File: src/rtl/display_count_controller.sv
// Two-digit BCD counter driven by four debounced keys (inc, dec, clear, lock)
// with hold-to-auto-repeat, carry/borrow between digits and optional wrap.
module display_count_controller #(
  parameter int DEBOUNCE_CYCLES = 250000,
  parameter int REPEAT_DELAY    = 12500000,
  parameter int REPEAT_PERIOD   = 2500000,
  parameter bit WRAP_EN         = 1'b1
) (
  input  logic       i_Clk,
  input  logic       i_Reset,
  input  logic       i_Switch_1,
  input  logic       i_Switch_2,
  input  logic       i_Switch_3,
  input  logic       i_Switch_4,
  output logic [3:0] o_Digit_Tens,
  output logic [3:0] o_Digit_Ones,
  output logic       o_Update,
  output logic       o_Wrap,
  output logic       o_Locked
);

  localparam int DW   = $clog2(DEBOUNCE_CYCLES + 1);
  localparam int TMAX = (REPEAT_DELAY > REPEAT_PERIOD) ? REPEAT_DELAY : REPEAT_PERIOD;
  localparam int TW   = $clog2(TMAX + 1);
  localparam logic [DW-1:0] DB_LAST  = DW'(DEBOUNCE_CYCLES - 1);
  localparam logic [TW-1:0] DLY_LAST = TW'(REPEAT_DELAY - 1);
  localparam logic [TW-1:0] PER_LAST = TW'(REPEAT_PERIOD - 1);
  localparam int INC = 0;
  localparam int DEC = 1;
  localparam int CLR = 2;
  localparam int LCK = 3;

  typedef enum logic [1:0] {
    IDLE   = 2'd0,
    DELAY  = 2'd1,
    REPEAT = 2'd2
  } state_t;

  logic [3:0]    raw;
  logic [3:0]    stable;
  logic [3:0]    stable_d;
  logic [3:0]    press;
  logic [DW-1:0] db_cnt [4];
  state_t        state;
  state_t        state_next;
  logic [TW-1:0] timer;
  logic [TW-1:0] timer_next;
  logic          dir;
  logic          dir_next;
  logic          step;
  logic          step_up;
  logic          held;

  assign raw  = {i_Switch_4, i_Switch_3, i_Switch_2, i_Switch_1};
  // dir=1 means the increment key owns the repeat
  assign held = dir ? stable[INC] : stable[DEC];

  // Per-key debounce filter and registered rising-edge press pulses
  always_ff @(posedge i_Clk) begin
    if (i_Reset) begin
      stable   <= 4'b0000;
      stable_d <= 4'b0000;
      press    <= 4'b0000;
      for (int i = 0; i < 4; i++) begin
        db_cnt[i] <= {DW{1'b0}};
      end
    end else begin
      stable_d <= stable;
      press    <= stable & ~stable_d;
      for (int i = 0; i < 4; i++) begin
        if (raw[i] == stable[i]) begin
          db_cnt[i] <= {DW{1'b0}};
        end else if (db_cnt[i] == DB_LAST) begin
          stable[i] <= ~stable[i];
          db_cnt[i] <= {DW{1'b0}};
        end else begin
          db_cnt[i] <= db_cnt[i] + 1'b1;
        end
      end
    end
  end

  // Repeat FSM state, timer and latched direction
  always_ff @(posedge i_Clk) begin
    if (i_Reset) begin
      state <= IDLE;
      timer <= {TW{1'b0}};
      dir   <= 1'b0;
    end else begin
      state <= state_next;
      timer <= timer_next;
      dir   <= dir_next;
    end
  end

  // Next-state and step decision; clear and a locking press abort any repeat
  always_comb begin
    state_next = state;
    timer_next = timer;
    dir_next   = dir;
    step       = 1'b0;
    step_up    = dir;
    if (press[CLR]) begin
      state_next = IDLE;
      timer_next = {TW{1'b0}};
    end else if (press[LCK] && !o_Locked) begin
      state_next = IDLE;
      timer_next = {TW{1'b0}};
    end else begin
      case (state)
        IDLE: begin
          if (!o_Locked && press[INC] && !press[DEC]) begin
            step       = 1'b1;
            step_up    = 1'b1;
            dir_next   = 1'b1;
            state_next = DELAY;
            timer_next = {TW{1'b0}};
          end else if (!o_Locked && press[DEC] && !press[INC]) begin
            step       = 1'b1;
            step_up    = 1'b0;
            dir_next   = 1'b0;
            state_next = DELAY;
            timer_next = {TW{1'b0}};
          end else begin
            state_next = IDLE;
          end
        end
        DELAY: begin
          if (!held) begin
            state_next = IDLE;
            timer_next = {TW{1'b0}};
          end else if (timer == DLY_LAST) begin
            step       = 1'b1;
            state_next = REPEAT;
            timer_next = {TW{1'b0}};
          end else begin
            timer_next = timer + 1'b1;
          end
        end
        REPEAT: begin
          if (!held) begin
            state_next = IDLE;
            timer_next = {TW{1'b0}};
          end else if (timer == PER_LAST) begin
            step       = 1'b1;
            timer_next = {TW{1'b0}};
          end else begin
            timer_next = timer + 1'b1;
          end
        end
        default: begin
          state_next = IDLE;
          timer_next = {TW{1'b0}};
        end
      endcase
    end
  end

  // BCD count, lock flag and the update/wrap pulses aligned with digit changes
  always_ff @(posedge i_Clk) begin
    if (i_Reset) begin
      o_Digit_Tens <= 4'd0;
      o_Digit_Ones <= 4'd0;
      o_Update     <= 1'b0;
      o_Wrap       <= 1'b0;
      o_Locked     <= 1'b0;
    end else begin
      o_Update <= 1'b0;
      o_Wrap   <= 1'b0;
      if (press[LCK]) begin
        o_Locked <= ~o_Locked;
      end else begin
        o_Locked <= o_Locked;
      end
      if (press[CLR]) begin
        o_Digit_Tens <= 4'd0;
        o_Digit_Ones <= 4'd0;
        o_Update     <= (o_Digit_Tens != 4'd0) || (o_Digit_Ones != 4'd0);
      end else if (step && step_up) begin
        if (o_Digit_Ones != 4'd9) begin
          o_Digit_Ones <= o_Digit_Ones + 4'd1;
          o_Update     <= 1'b1;
        end else if (o_Digit_Tens != 4'd9) begin
          o_Digit_Ones <= 4'd0;
          o_Digit_Tens <= o_Digit_Tens + 4'd1;
          o_Update     <= 1'b1;
        end else if (WRAP_EN) begin
          o_Digit_Ones <= 4'd0;
          o_Digit_Tens <= 4'd0;
          o_Update     <= 1'b1;
          o_Wrap       <= 1'b1;
        end else begin
          o_Update <= 1'b0;
        end
      end else if (step) begin
        if (o_Digit_Ones != 4'd0) begin
          o_Digit_Ones <= o_Digit_Ones - 4'd1;
          o_Update     <= 1'b1;
        end else if (o_Digit_Tens != 4'd0) begin
          o_Digit_Ones <= 4'd9;
          o_Digit_Tens <= o_Digit_Tens - 4'd1;
          o_Update     <= 1'b1;
        end else if (WRAP_EN) begin
          o_Digit_Ones <= 4'd9;
          o_Digit_Tens <= 4'd9;
          o_Update     <= 1'b1;
          o_Wrap       <= 1'b1;
        end else begin
          o_Update <= 1'b0;
        end
      end else begin
        o_Update <= 1'b0;
      end
    end
  end

endmodule

File: config.mk
export PLATFORM = sky130hd
export DESIGN_NAME = display_count_controller
export DESIGN_NICKNAME = d
export VERILOG_FILES = /design/src/rtl/display_count_controller.sv
export SDC_FILE = /design/constraint.sdc
export NUM_CORES = 1
export LEC_CHECK = 0
export ABC_AREA = 1
export CAP_MARGIN = 40
export CORE_UTILIZATION = 40
export DETAILED_ROUTE_END_ITERATION = 6
export DONT_BUFFER_PORTS = 1
export GPL_TIMING_DRIVEN = 0
export PLACE_DENSITY_LB_ADDON = 0.05
export SYNTH_ARGS = -nofsm -noshare
export SYNTH_HDL_FRONTEND = slang
export SYNTH_SLANG_ARGS = --single-unit
File: constraint.sdc
create_clock -name i_Clk -period 2.3 [get_ports i_Clk]
set_input_delay 0.23 -clock i_Clk [delete_from_list [all_inputs] [get_ports i_Clk]]
set_output_delay 0.23 -clock i_Clk [all_outputs]
set_load 0.02 [all_outputs]
==> reports/results.md, run 1 <==
## Cells and area
* **share of the core filled with cells** 0.483
* **Antenna diodes** 0
* **number of nets in the finished design** 945
* **Final Instance Area** 8010 um2
* **fill count** 1682
* **area added between synthesis and finish** 17.5%
* **share of layout cells above drive strength 1** 0.122

## Placement
* **routability congestion estimate from global placement** 0.860
* **instance area at placement** 7360 um2
* **dpl hpwl** 10600 um
* **Place WS** 0.126 ns
* **count of input and output buffers** 0

## Synth
* **number of warnings printed during yosys synthesis** 0
* **proportion of synthesized chip area in sequential cells** 0.464
* **mean post-synth cell area** 8.15 um2
* **ys async rst share** 0
* **Synth top area share** 0.317
* **post-synthesis instance area** 6810 um2
* **dominant cells by area after synthesis** edfxtp_1, dfxtp_1, nand2_1
* **Top FF cell, synth** edfxtp_1
* **post-synthesis register bit count** 122
* **gate count of the mapped netlist** 836
* **cell type with the largest total area after synthesis** edfxtp_1
* **Yosys cell types** 48
* **count of flip-flops with a built-in enable after synthesis** 72

## Setup path
* **number of buffer and inverter instances along the worst setup path** 2
* **flop-to-flop setup slack** 0.18 ns
* **arrival time of the worst setup path** 2.42 ns
* **endpoint class of the critical path** register
* **path length in cells of the critical path** 13
* **startpoint type of the worst setup path** register
* **worst r2r src** timer[1]
* **last element of the critical path** timer[22]
* **worst reg2reg endpoint** timer[22]
* **worst endpoint required time** 2.60 ns
* **CP Cell Sequence** ha_1 > nand2_1 > inv_2 > nand2_1 > nor4_1 > nand2_1 > nor2_1 > o21ai_2 > nand2_2 > nand2_2 > nand2_2 > buf_6 > nor2_1
* **cell class contributing the biggest share of worst-path delay** simple AND/OR/NAND/NOR gates
* **Worst R2R Path Depth** 13
* **CP Max Fanout** 10
* **Crit path largest cell delay** 0.36 ns
* **worst-path cell with the longest stage delay** dfxtp_1
* **category of the critical setup timing path** register to register
* **Critical Path Source** timer[1]

## Route
* **total wire length** 14000 um
* **vias per inst** 4.83
* **remaining number of nets flagged by the antenna check after routing** 0
* **wire length per cell after detailed routing** 12.0 um
* **first-pass iteration count of the detailed router** 7
* **DRC Markers** 0
* **count of vias placed by the detailed router** 5614
* **Detailed Route Iter0 Violations** 292

## Timing
* **final hold violation count** 0
* **total of endpoints with negative setup slack in the final report** 0
* **period utilization** 0.921
* **Relative slew margins** 0.634
* **post-layout worst setup margin** 0.181 ns
* **fin. max-slew vios** 0
* **Min Clock Period, post-route** 2.12 ns
* **RSZ-0062 raised after global routing** false
* **total negative setup slack** 0 ns
* **worst slew pin tran** 0.548 ns
* **worst-case clock skew** 0.0107 ns
* **timing-limited maximum frequency** 0.472 GHz

## GRT
* **total global-route track usage** 0.173
* **global-route wire length before repair** 24300 um
* **number of antenna violations at the first check in global routing** 0
* **gr ovfl total** 0
* **maximum number of pins on one net before global-route repair** 17
* **via count of the first global-routing pass** 5343

## Floorplan
* **DIE HEIGHT** 132 um
* **Row Count** 47
* **Starting Density** 0.411
* **IO Pins** 17
* **Die Footprint** 17600 um2
* **core footprint** 16600 um2
* **Horiz. Die Dim** 132 um

## Power
* **static leakage** 3.12 nW
* **power density of the placed cells** 664 nW/um2
* **maximum vdd ir drop** 0.571 mV

## Clock tree
* **root buffer cell** clkbuf_16
* **Bufs on Longest Clock Path** 2
* **clock slew at the register clock pins of the worst setup and hold paths** 0.05 ns
* **clock tree from TritonCTS** built
* **CTS sink cnt** 122
* **CTS H-tree depth** 4
* **clock buffers created by TritonCTS** 17
* **Post-CTS Setup Inserts** 0
* **clock latency on the worst-skew pair** 0.42 ns

## Run
* **reported max-cap violation count** 0

## Run status
* **outcome** finished, final reports clean

## Worst hold path
* **Hold/Removal Path Class** input port to register

## cells in the mapped netlist (all sizes together) (5+ instances only)
cell type,number
nand2,137
nor2,134
inv,124
edfxtp,72
a21oi,55
o21ai,53
dfxtp,50
nand3,47
nor3,39
nand4,22
nor3b,16
xor2,14
nor4,13
ha,9
o211ai,7
buf,5
o21a,5
or2,5
xnor2,5
## repair_timing
action                                 CTS  global route
endpoints found under the hold margin    3             0
hold buffers                             3             0
setup endpoints to repair                0            12
gates resized for setup                  0             3
## kinds of logic (layout without fill, tap and decap cells)
kind of cell	Yosys count	after routing	share of synthesized area
simple gates	418	418	0.309
buf+inv	134	170	0.0764
compound gates	133	133	0.109
flops	122	122	0.464
xor+xnor	19	19	0.0244
fa+ha+maj	9	9	0.0165
other cells	1	72	0.000551
## through the flow
stage | std cells | power (W) | hold slack, ns
after detailed placement | 1128 | 0.00269 | 0.382
after global routing | 1163 | 0.00553 | 0.0197
after global placement | 1127 | 0.00268 | 0.380
final | 1163 | 0.00531 | 0.0142
after CTS | 1163 | 0.00539 | 0.000352
after floorplan | 907 | 0.00263 | 0.373
## layout by cell type, fill, tap and decap left out, drive strengths merged, types with 30 or more instances in the layout
master / instances
a21oi: 55
clkbuf: 30
conb: 72
dfxtp: 50
edfxtp: 72
inv: 124
nand2: 137
nand3: 47
nor2: 134
nor3: 39
o21ai: 53
## worst min-delay path by stage
stage,end,slack [ns],depth (start not counted),startpoint
finish,stable[3],0.01,2,i_Switch_4
global route,stable[3],0.02,2,i_Switch_4
CTS,stable[3],0.0004,2,i_Switch_4
detailed placement,press[0],0.38,1,stable_d[0]
global placement,press[1],0.38,1,stable_d[1]
floorplan,press[3],0.37,1,stable_d[3]
## per-layer routing
layer  part of all wire  global-route usage  up-vias
met5                  0                   0        -
met4              0.020              0.0747        0
li1                   -                   -     2947
met2               0.47               0.285       80
met3              0.033              0.0460       24
met1               0.47               0.213     2563
## power by group
part	switching, W	internal [W]
Combinational	0.000133	0.0000641
Sequential	0.0000608	0.00239
Clock	0.000942	0.00172
Total	0.00114	0.00418
## area by class of cell
| class | instances | area (um2) | share of cell area |
|---|---|---|---|
| Buffer | 9 | 51.3 | 0.00641 |
| Clock buffer | 26 | 542 | 0.0677 |
| Clock inverter | 6 | 57.6 | 0.00719 |
| Inverter | 125 | 469 | 0.0586 |
| Multi-Input combinational cell | 651 | 3410 | 0.426 |
| Sequential cell | 122 | 3160 | 0.395 |
| Tap cell | 220 | 275 | 0.0344 |
| Timing Repair Buffer | 4 | 37.5 | 0.00469 |
## sequential cells by signal, indices dropped and copies added, names as in the netlist
register	flops
stable	4
o_Digit_Tens	4
o_Locked	1
db_cnt	72
o_Wrap	1
dir	1
o_Update	1
timer	24
stable_d	4
state	2
o_Digit_Ones	4
press	4
Power figures use the tool's default switching activity.
==> run 2, diff against run 1 <==
ABC_AREA = 0   (was 1)
==> reports/results.md, run 2 <==
## Route
* **met2 layer wire length in the routed design** 6260 um, was 6610 um
* **met3 routed wirelength** 440 um, was 458 um
* **first-pass iteration count of the detailed router** 4, was 7
* **total wire length** 13200 um, was 14000 um
* **remaining number of nets flagged by the antenna check after routing** 0, unchanged
* **count of vias placed by the detailed router** 4909, was 5614
* **Detailed Route Iter0 Violations** 192, was 292
* **wire length per cell after detailed routing** 13.1 um, was 12.0 um
* **highest signal layer in the routed design** met4, unchanged
* **DRT met1 WL** 6310 um, was 6610 um
* **vias per inst** 4.87, was 4.83
* **DRC Markers** 0, unchanged

## Cells and area
* **number of nets in the finished design** 794, was 945
* **Antenna diodes** 0, unchanged
* **area added between synthesis and finish** 27.7%, was 17.5%
* **register ranked first by flip-flop count** db_cnt, unchanged
* **share of the core filled with cells** 0.520, was 0.483
* **commonest non-fill, non-tap cell in the layout** nor2_1, was nand2_1
* **top library cells by usage in the layout, fill and taps aside** nor2_1, edfxtp_1, conb_1, was nand2_1, nor2_1, inv_1
* **leading registers by flop count** db_cnt: 72 flops, timer: 24 flops, unchanged
* **share of layout cells above drive strength 1** 0.169, was 0.122
* **number of flip-flops under the largest register name** 72, unchanged

## Worst hold path
* **Hold/Removal Path Class** input port to register, unchanged

## Synth
* **combinational family with the most area after synthesis** simple AND/OR/NAND/NOR gates, unchanged
* **proportion of synthesized chip area in sequential cells** 0.491, was 0.464
* **cell type with the largest total area after synthesis** edfxtp_1, unchanged
* **mean post-synth cell area** 9.71 um2, was 8.15 um2
* **ys async rst share** 0, unchanged
* **gate count of the mapped netlist** 664, was 836
* **Synth top cells by count** nor2_1, edfxtp_1, dfxtp_1, xnor2_1, nand2_1, was nand2_1, nor2_1, inv_1, edfxtp_1, a21oi_1
* **xor/xnor cell area share of the yosys netlist** 0.117, was 0.0244
* **dominant cells by area after synthesis** edfxtp_1, dfxtp_1, nor2_1, was edfxtp_1, dfxtp_1, nand2_1
* **simple logic cell fraction of the synthesized area** 0.258, was 0.309
* **post-synthesis instance area** 6450 um2, was 6810 um2
* **post-synthesis register bit count** 122, unchanged
* **post-synthesis compound-gate area fraction** 0.0761, was 0.109
* **most frequent cell after synthesis** nor2_1, was nand2_1
* **Yosys cell types** 67, was 48
* **adder and majority cell fraction of the synthesized area** 0.0175, was 0.0165
* **proportion of synthesized area in mux cells** 0.0126, was 0
* **Synth top area share** 0.335, was 0.317
* **count of flip-flops with a built-in enable after synthesis** 72, unchanged
* **number of warnings printed during yosys synthesis** 0, unchanged
* **Top FF cell, synth** edfxtp_1, unchanged

## Timing
* **worst-case clock skew** 0.00649 ns, was 0.0107 ns
* **period utilization** 1.05, was 0.921
* **total of endpoints with negative setup slack in the final report** 21, was 0
* **tightest hold margin** 0.193 ns, was 0.0142 ns
* **Min Clock Period, post-route** 2.42 ns, was 2.12 ns
* **timing-limited maximum frequency** 0.413 GHz, was 0.472 GHz
* **post-layout worst setup margin** -0.120 ns, was 0.181 ns
* **worst slew pin tran** 0.600 ns, was 0.548 ns
* **fin. max-slew vios** 0, unchanged
* **RSZ-0062 raised after global routing** true, was false
* **Relative slew margins** 0.600, was 0.634
* **final hold violation count** 0, unchanged

## Placement
* **routability congestion estimate from global placement** 0.807, was 0.860
* **count of input and output buffers** 0, unchanged
* **dpl hpwl** 8860 um, was 10600 um

## Setup path
* **most frequent cell on the critical path** or4_1
* **category of the critical setup timing path** register to register, unchanged
* **CP Max Fanout** 5, was 10
* **worst-path cell with the longest stage delay** or4_1, was dfxtp_1
* **CP Cell Sequence** or4_1 > or4_4 > a2111oi_4 > nor2_4 > or4_1 > a21oi_1, was ha_1 > nand2_1 > inv_2 > nand2_1 > nor4_1 > nand2_1 > nor2_1 > o21ai_2 > nand2_2 > nand2_2 > nand2_2 > buf_6 > nor2_1
* **number of buffer and inverter instances along the worst setup path** 0, was 2
* **endpoint class of the critical path** register, unchanged
* **arrival time of the worst setup path** 2.76 ns, was 2.42 ns
* **cell class contributing the biggest share of worst-path delay** simple AND/OR/NAND/NOR gates, unchanged
* **startpoint type of the worst setup path** register, unchanged
* **Crit path largest cell delay** 0.52 ns, was 0.36 ns
* **worst endpoint required time** 2.64 ns, was 2.60 ns

## GRT
* **gr ovfl total** 0, unchanged
* **via count of the first global-routing pass** 4676, was 5343
* **global-route wire length before repair** 22100 um, was 24300 um
* **total global-route track usage** 0.170, was 0.173
* **maximum number of pins on one net before global-route repair** 17, unchanged
* **number of antenna violations at the first check in global routing** 0, unchanged

## Clock tree
* **CTS H-tree depth** 4, unchanged
* **Bufs on Longest Clock Path** 2, unchanged
* **clock slew at the register clock pins of the worst setup and hold paths** 0.05 ns, about the same
* **clock latency on the worst-skew pair** 0.41 ns, was 0.42 ns
* **root buffer cell** clkbuf_16, unchanged
* **CTS sink cnt** 122, unchanged
* **clock tree from TritonCTS** built, unchanged
* **clock buffers created by TritonCTS** 17, unchanged

## Floorplan
* **DIE HEIGHT** 129 um, was 132 um
* **IO Pins** 17, unchanged
* **core footprint** 15800 um2, was 16600 um2
* **Horiz. Die Dim** 129 um, was 132 um
* **Starting Density** 0.407, was 0.411
* **Row Count** 46, was 47
* **Die Footprint** 16600 um2, was 17600 um2

## Power
* **static leakage** 2.91 nW, was 3.12 nW
* **power density of the placed cells** 663 nW/um2, was 664 nW/um2
* **maximum vdd ir drop** 0.486 mV, was 0.571 mV

## Run status
* **outcome** complete, but fails checks, was finished, final reports clean
* **violations in the final reports** negative setup slack

## Run
* **reported max-cap violation count** 0, unchanged

## run 2: per-layer routing
metal | vias up | global-route usage
li1 | 2522 | -
met5 | - | 0
met3 | 15 | 0.0532
met2 | 47 | 0.274
met4 | 0 | 0.0623
met1 | 2325 | 0.215
## run 2: timing repair
item                                    CTS  global route
hold buffers                              5             0
endpoints found under the setup margin   85            75
buffers inserted                         17             6
gates resized for setup                  42            53
pin swaps                                11            27
hold endpoints to repair                  7             0
gates cloned                              3             0
## run 2: final cells by class
class | instances | area [um2]
Clock buffer | 19 | 433
Clock inverter | 12 | 179
Tap cell | 216 | 270
Fill cell | 1475 | 7600
Multi-Input combinational cell | 573 | 3720
Buffer | 18 | 124
Timing Repair Buffer | 30 | 269
Inverter | 17 | 63.8
Sequential cell | 122 | 3170
## run 2: path summary, 6_finish.rpt
check | depth (start not counted) | startpoint | slack (ns) | to
worst min register to register | 1 | stable_d[3] | 0.37 | press[3]
worst max register to register | 6 | timer[5] | -0.12 | o_Digit_Ones[1]
worst min-delay path | 2 | i_Reset | 0.19 | db_cnt[1][2]
worst max-delay path | 6 | timer[5] | -0.12 | o_Digit_Ones[1]
## run 2: cell families after synthesis
logic type | after synthesis
AO/OA/AOI/OAI | 71
XOR/XNOR | 86
adder cells (fa/ha/maj) | 9
buffers and inverters | 40
flip-flops | 122
multiplexers | 8
other | 1
AND/OR/NAND/NOR | 327
## run 2: worst reg2reg max path: cells and delay by family (launching register included)
family / cells / cell delay [ns]
AND/OR/NAND/NOR: 4 / 1.60
AO/OA/AOI/OAI: 2 / 0.44
flip-flops: 1 / 0.32
## run 2: where the power goes
part	total [W]	internal, W	switching [W]
Sequential	0.00246	0.00239	0.0000697
Combinational	0.000206	0.0000934	0.000113
Clock	0.00279	0.00189	0.000900
Total	0.00546	0.00437	0.00108
## run 2: through the flow
step,instances,instance area [um2],worst slack (ns),TNS (ns),power (W)
finish,1007,8230,-0.120,-1.56,0.00546
global route,1007,8230,-0.216,-4.34,0.00567
CTS,1004,7990,-0.141,-3.17,0.00552
detailed placement,951,7010,-0.511,-17.64,0.00267
global placement,951,7010,-0.459,-16.83,0.00267
floorplan,735,6740,-0.0184,-0.0189,0.00263
